$ cat config.mk
export PLATFORM = sky130hd
export DESIGN_NAME = mbm_direct_core
export DESIGN_NICKNAME = d
export VERILOG_FILES = /design/src/rtl/mbm_pkg.sv /design/src/rtl/mbm_direct_core_booth_pp_gen.sv /design/src/rtl/mbm_direct_core.sv
export SDC_FILE = /design/constraint.sdc
export NUM_CORES = 1
export LEC_CHECK = 0
export ABC_AREA = 1
export CORE_MARGIN = 5
export CORE_UTILIZATION = 28
export DETAILED_ROUTE_END_ITERATION = 10
export GPL_TIMING_DRIVEN = 0
export PLACE_DENSITY = 0.41
export SYNTH_ARGS = -nofsm -noshare
export SYNTH_HDL_FRONTEND = slang
export SYNTH_SLANG_ARGS = --single-unit
$ cat constraint.sdc
create_clock -name vclk -period 16.67
set_input_delay 2.5005 -clock vclk [all_inputs]
set_output_delay 2.5005 -clock vclk [all_outputs]
set_load 0.01 [all_outputs]
$ cat src/rtl/mbm_pkg.sv
// mbm_pkg: shared widths, Booth digit encoding, sign-extension constant and carry-save helper
package mbm_pkg;
  localparam int OP_W   = 16;
  localparam int PROD_W = 32;
  localparam int NUM_PP = 8;
  localparam int PP_W   = OP_W + 2;
  // -sum(2^(17+2k)) mod 2^32: cancels the +2^17 bias of each inverted-sign partial product
  localparam logic [PROD_W-1:0] SE_CONST = 32'h5556_0000;
  typedef struct packed {
    logic neg;
    logic one;
    logic two;
  } booth_t;
  typedef struct packed {
    logic [PROD_W-1:0] s;
    logic [PROD_W-1:0] c;
  } csa_t;
  function automatic booth_t booth_enc(input logic [2:0] y);
    booth_enc.neg = y[2] & ~(y[1] & y[0]);
    booth_enc.one = y[1] ^ y[0];
    booth_enc.two = (y[2] & ~y[1] & ~y[0]) | (~y[2] & y[1] & y[0]);
  endfunction
  function automatic csa_t csa(input logic [PROD_W-1:0] a, input logic [PROD_W-1:0] b, input logic [PROD_W-1:0] c);
    csa.s = a ^ b ^ c;
    csa.c = ((a & b) | (a & c) | (b & c)) << 1;
  endfunction
endpackage

$ cat src/rtl/mbm_direct_core_booth_pp_gen.sv
// booth_pp_gen: one radix-4 Booth digit, selects 0/+-M/+-2M as one's complement plus neg flag
module booth_pp_gen
  import mbm_pkg::*;
(
  input  logic [2:0]      slice,
  input  logic [OP_W:0]   m,
  output logic [PP_W-1:0] pp,
  output logic            neg
);
  booth_t dig;
  logic [PP_W-1:0] sel;
  always_comb begin
    dig = booth_enc(slice);
    sel = dig.two ? {m, 1'b0} : dig.one ? {m[OP_W], m} : '0;
    neg = dig.neg;
    pp  = sel ^ {PP_W{dig.neg}};
  end
endmodule

$ cat src/rtl/mbm_direct_core.sv
// mbm_direct_core: exact signed 16x16 radix-4 Booth multiplier, combinational CSA tree plus CPA
module mbm_direct_core
  import mbm_pkg::*;
(
  input  logic                     clk,
  input  logic                     rst,
  input  logic signed [OP_W-1:0]   multplr,
  input  logic signed [OP_W-1:0]   multplcnd,
  output logic signed [PROD_W-1:0] prod
);
  logic [OP_W:0]       y_ext;
  logic [OP_W:0]       m;
  logic [PP_W-1:0]     pp [NUM_PP];
  logic [NUM_PP-1:0]   neg;
  logic [PROD_W-1:0]   row [NUM_PP+1];
  logic [PROD_W-1:0]   corr;
  csa_t l1a, l1b, l1c, l2a, l2b, l3, l4;
  logic unused_ok;
  assign unused_ok = clk ^ rst;
  assign y_ext = {multplr, 1'b0};
  assign m     = {multplcnd[OP_W-1], multplcnd};
  genvar k;
  for (k = 0; k < NUM_PP; k++) begin : g_pp
    booth_pp_gen u_pp (
      .slice (y_ext[2*k+2:2*k]),
      .m     (m),
      .pp    (pp[k]),
      .neg   (neg[k])
    );
    // inverted sign bit replaces sign extension; SE_CONST removes the bias
    assign row[k] = {{(PROD_W-PP_W){1'b0}}, ~pp[k][PP_W-1], pp[k][PP_W-2:0]} << (2*k);
  end
  always_comb begin
    corr = SE_CONST;
    for (int i = 0; i < NUM_PP; i++) corr[2*i] = neg[i];
  end
  assign row[NUM_PP] = corr;
  always_comb begin
    l1a  = csa(row[0], row[1], row[2]);
    l1b  = csa(row[3], row[4], row[5]);
    l1c  = csa(row[6], row[7], row[8]);
    l2a  = csa(l1a.s, l1a.c, l1b.s);
    l2b  = csa(l1b.c, l1c.s, l1c.c);
    l3   = csa(l2a.s, l2a.c, l2b.s);
    l4   = csa(l3.s, l3.c, l2b.c);
    prod = l4.s + l4.c;
  end
endmodule

# After elaboration in Yosys (flattened, before gate mapping)
# Index checks and enable logic that the tools add are counted.
# word_totals
ff_bits	0
input_bits	34
output_inout_bits	32
word_cells	162
# op_classes
addsub	1
mux	16
bitwise_logic	145
# ops
operator	count
$mux W18	16
$or A31 B31 Y31	8
$and A31 B31 Y31	5
$xor A18 B18 Y18	8
$xor A32 B32 Y32	3
$and A29 B31 Y31	3
$xor A29 B32 Y32	2
$and A30 B31 Y31	2
$or A28 B28 Y28	2
$and A1 B1 Y1	43
$add A32 B32 Y32	1
$xor A30 B32 Y32	1
$xor A32 B31 Y32	1
$and A28 B31 Y31	1
$not A1 Y1	31
$and A28 B29 Y29	1
$xor A28 B29 Y29	1
$and A22 B28 Y28	1
$and A23 B28 Y28	1
$and A24 B28 Y28	1
$and A26 B28 Y28	1
$or A23 B28 Y28	1
$or A26 B28 Y28	1
$xor A23 B28 Y28	1
14 further kinds	26

# Depth between registers and ports, before layout
# depth
ltp_word	20
depth_mapped	27
depth_no_buf	26

# Cells and area by module
# From an unflattened synthesis, not the netlist that was laid out.
# hier_totals
cells_unflattened	2306
area_unflattened_um2	13988.4
# by_module_without_submodules
mod	n_inst	cells_per_inst	area_per_inst_um2	seq_area_each_um2
booth_pp_gen	8	194	1083.5	0.0
mbm_direct_core	1	754	5320.1	0.0

# Worst setup path before layout
# Ideal clock, no wire load.
# synth_timing
path_kind	input to output
start	input multplr[3]
end	output prod[20]
arrival_ps	6573
t_required_ps	14169
slack_ps	7597
stages	19
n_path_buf	1
cell_sequence	ha_1 -> nor2_2 -> inv_2 -> buf_2 -> xor2_1 -> fa_1 -> inv_1 -> fa_1 -> fa_1 -> fa_1 -> inv_1 -> ha_1 -> nand2_1 -> nor2_1 -> nand3_1 -> nand3_1 -> nand2_1 -> nand2_1 -> xor2_1
# synth_via
elab_chain_len	19
elab_cells_between_ends	61
classes_between	1 x add/sub; 3 x mux; 57 x bitwise
# synth_lines
item	line	rtl
start: declaration	mbm_direct_core.sv:7	input logic signed [OP_W-1:0] multplr,
$not A1 Y1	mbm_pkg.sv:21	booth_enc.two = (y[2] & ~y[1] & ~y[0]) | (~y[2] & y[1] & y[0]);
$and A1 B1 Y1 (2 in series)	mbm_pkg.sv:21	
$or A1 B1 Y1	mbm_pkg.sv:21	
$mux W18	mbm_direct_core_booth_pp_gen.sv:14	sel = dig.two ? {m, 1'b0} : dig.one ? {m[OP_W], m} : '0;
$xor A18 B18 Y18	mbm_direct_core_booth_pp_gen.sv:16	pp = sel ^ {PP_W{dig.neg}};
$and A18 B20 Y20	mbm_pkg.sv:25	csa.c = ((a & b) | (a & c) | (b & c)) << 1;
$or A20 B22 Y22	mbm_pkg.sv:25	
$or A22 B22 Y22	mbm_pkg.sv:25	
$and A22 B23 Y23	mbm_pkg.sv:25	
$or A23 B28 Y28	mbm_pkg.sv:25	
$or A28 B28 Y28	mbm_pkg.sv:25	
$and A28 B29 Y29	mbm_pkg.sv:25	
$or A31 B31 Y31 (2 in series)	mbm_pkg.sv:25	
$and A31 B31 Y31	mbm_pkg.sv:25	
$or A31 B31 Y31 (2 in series)	mbm_pkg.sv:25	
$add A32 B32 Y32 (*)	mbm_direct_core.sv:46	prod = l4.s + l4.c;
end: declaration	mbm_direct_core.sv:9	output logic signed [PROD_W-1:0] prod
# Mark *: on every way between the ends. The rest lies on a longest branch, timed or not.

# Worst setup path in the final report
# layout_timing
start	input multplr[5]
end	output prod[30]
# layout_via
elab_chain_len	20
elab_cells_between_ends	66
classes_between	1 x add/sub; 3 x mux; 62 x bitwise
# layout_lines
item	line	rtl
$not A1 Y1	mbm_pkg.sv:21	
$and A1 B1 Y1 (2 in series)	mbm_pkg.sv:21	
$or A1 B1 Y1	mbm_pkg.sv:21	
$mux W18	mbm_direct_core_booth_pp_gen.sv:14	
$xor A18 B18 Y18	mbm_direct_core_booth_pp_gen.sv:16	
$not A1 Y1	mbm_direct_core.sv:31	assign row[k] = {{(PROD_W-PP_W){1'b0}}, ~pp[k][PP_W-1], pp[k][PP_W-2:0]} << (2*k);
$and A18 B22 Y22	mbm_pkg.sv:25	
$or A20 B22 Y22	mbm_pkg.sv:25	
$or A22 B22 Y22	mbm_pkg.sv:25	
$and A22 B23 Y23	mbm_pkg.sv:25	
$or A23 B28 Y28	mbm_pkg.sv:25	
$or A28 B28 Y28	mbm_pkg.sv:25	
$and A28 B29 Y29	mbm_pkg.sv:25	
$or A31 B31 Y31 (2 in series)	mbm_pkg.sv:25	
$and A31 B31 Y31	mbm_pkg.sv:25	
$or A31 B31 Y31 (2 in series)	mbm_pkg.sv:25	
$add A32 B32 Y32 (*)	mbm_direct_core.sv:46	
# Marks and branches as above.

==> results.py <==
metrics = {
    "finish": {
        "multiInputGateArea_um2": 6720,
        "antennaDiodeCount": 0,
        "regArea_um2": 0,
        "clkbuf_count": 0,
        "nNetsFinal": 1397,
        "area_delta_synth_final_pct": 12.7,
        "nFlopsAndLatches": 0,
        "drive_above_1_share_pct": 5.75,
        "nFillCells": 3143,
    },
    "logic_synthesis": {
        "synth_area_um2": 7960,
        "synthTopCellsByArea": "fa_1 (23%), xor2_1 (14%), ha_1 (14%)",
        "ys_seq_area_share_pct": 0,
        "synth.avg_cell_area_um2": 7.05,
        "yosysTopAreaCell": "fa_1",
        "yosysWarnings": 0,
        "synth_cells": 1129,
        "yosysUniqueCellTypes": 35,
        "synth.top_cell.area_share_pct": 22.9,
        "synth.net_count": 1341,
    },
    "global_routing": {
        "grt_pass1_vias": 7590,
        "grt_antenna_before_repair": 0,
        "grt_pass1_wl_mm": 43.4,
        "overflow": 0,
        "track_usage_pct": 17.6,
        "grt_max_degree": 11,
    },
    "job": {
        "cap_violations": 0,
    },
    "setup_path": {
        "cp_max_fo": 10,
        "path_buf_inv": 5,
        "cp_slowest_cell": "fa_1",
        "crit_required_ns": 14.17,
        "critPathArrivalTime_ns": 8.23,
        "critPathMaxStageDelay_ns": 0.58,
        "critPathTopFamily": "adder cells",
        "start_kind": "input port",
        "worstPathCellList": "clkdlybuf4s50_1 -> ha_1 -> nor2_4 -> inv_2 -> xor2_1 -> fa_1 -> inv_1 -> fa_1 -> fa_1 -> fa_1 -> inv_1 -> ha_1 -> nand2_1 -> nor2_1 -> nand3_1 -> nand3_1 -> nand2_1 -> nand3_1 -> nand2_1 -> nand2_1 -> clkdlybuf4s50_1",
        "worstSetupPathType": "input port to output port",
        "end_kind": "output port",
    },
    "die": {
        "core_region_area_um2": 27900,
        "die_area_um2": 31900,
        "fp.dieW_um": 179,
        "start_util_pct": 28.5,
        "pin_count": 66,
        "die_h_um": 179,
        "rows": 61,
    },
    "sta": {
        "fmax_mhz": 93.2,
        "setup_tns_ns": 0,
        "min_period_ns": 10.73,
        "maxSlewHeadroom_pct": 46.5,
        "slew_viol_final": 0,
        "fin_crit_sh_pct": 64.4,
        "rsz0062_at_grt": "false",
        "hold_viol_final": 0,
        "worst_pin_slew_ns": 0.802,
        "setup_viol": 0,
    },
    "cts": {
        "postCtsSetupBuffers": 0,
        "ctsResizeCount": 0,
        "cts_hold_buf": 0,
    },
    "route": {
        "avgRoutedWirePerCell_um": 17.5,
        "ant_nets": 0,
        "drc": 0,
        "wirelength_mm": 27.3,
        "drtPass1Iterations": 5,
        "vias": 7326,
        "drt_iter0_drc": 480,
        "vias_per_cell": 4.69,
    },
    "hold_path": {
        "hp-class": "input port to output port",
    },
    "placed_design": {
        "port_buffers": 54,
        "gp_congestion": 0.889,
        "dp_hpwl_mm": 23.8,
    },
    "run_status": {
        "status": "finished, final reports clean",
    },
}
## worst min-delay path: cells and delay by family
family	cells	cell delay (ns)
and+or+nand+nor	1	0.18
AOI/OAI and AO/OA	2	0.16
adders and majority gates	1	0.12
buffers and inverters	2	0.82
## kinds of logic (layout without fill, tap and decap cells)
| group | count (synthesis) | after routing | share of synthesized area, % |
|---|---|---|---|
| buf+inv | 302 | 356 | 15.7 |
| fa+ha+maj | 178 | 178 | 36.5 |
| simple gates | 346 | 346 | 18.8 |
| compound gates | 169 | 169 | 14.3 |
| xor+xnor | 134 | 134 | 14.7 |
## Yosys cell counts, types with 5 or more instances
cell / n
xor2_1: 129
nor2_1: 48
inv_1: 247
nand3_1: 41
nand3b_1: 7
nor2_2: 5
buf_6: 11
ha_1: 87
a22oi_2: 10
nand2_2: 6
o211ai_1: 13
o21ai_0: 33
inv_2: 10
o22ai_1: 42
nand2_1: 216
xnor2_1: 5
nand4_1: 11
fa_1: 91
clkbuf_1: 15
a21oi_1: 19
a22oi_1: 46
buf_2: 12
## cell type report
type | instances | share of cell area, %
multi-input cells | 827 | 74.8
inverters | 261 | 11.0
repair buffers | 54 | 6.02
well taps | 378 | 5.27
plain buffers | 41 | 2.93
## routing by layer
| metal | global-route usage [%] | vias up | wire length, µm |
|---|---|---|---|
| met5 | 0 | - | 0 |
| met3 | 0.657 | 33 | 1110 |
| met4 | 3.68 | 0 | 816 |
| li1 | - | 3666 | - |
| met1 | 24.4 | 3453 | 12600 |
| met2 | 30.6 | 174 | 12800 |
## layout by cell type, fill, tap and decap left out, types with 3 or more instances in the layout
cell type,netlist,routed
buf_4,3,3
nor2_4,4,4
nor2_2,5,5
clkbuf_1,15,15
clkinv_2,3,3
o22ai_1,42,42
o21ai_0,33,33
o211ai_1,13,13
nand3_1,41,41
xor2_1,129,129
buf_2,12,12
fa_1,91,91
buf_6,11,11
nand3b_1,7,7
and2_1,4,4
ha_1,87,87
nor2_1,48,48
inv_2,10,10
clkdlybuf4s50_1,0,54
xnor2_1,5,5
nand4_1,11,11
nand2_2,6,6
a22oi_1,46,46
inv_1,247,247
a21oi_1,19,19
nand2_1,216,216
a22oi_2,10,10
## worst paths after layout
check / start / endpoint / slack, ns / cells past startpoint
max: multplr[5] / prod[30] / 5.94 / 21
min: multplcnd[1] / prod[1] / 6.30 / 6
## per-stage QoR
stage	utilization, %	instances	setup WS [ns]	area, µm²	hold WS, ns
6_report	32.1	1561	5.94	8980	6.30
5_1_grt	32.1	1561	5.60	8980	6.37
4_1_cts	32.1	1561	5.92	8980	6.28
3_5_place_dp	32.1	1561	5.93	8980	6.28
3_3_place_gp	32.1	1561	5.92	8980	6.29
2_1_floorplan	-	1129	7.60	7960	5.32
Power is not shown: default switching activity piles up to over one toggle a cycle in this logic, so the estimate is an artifact.
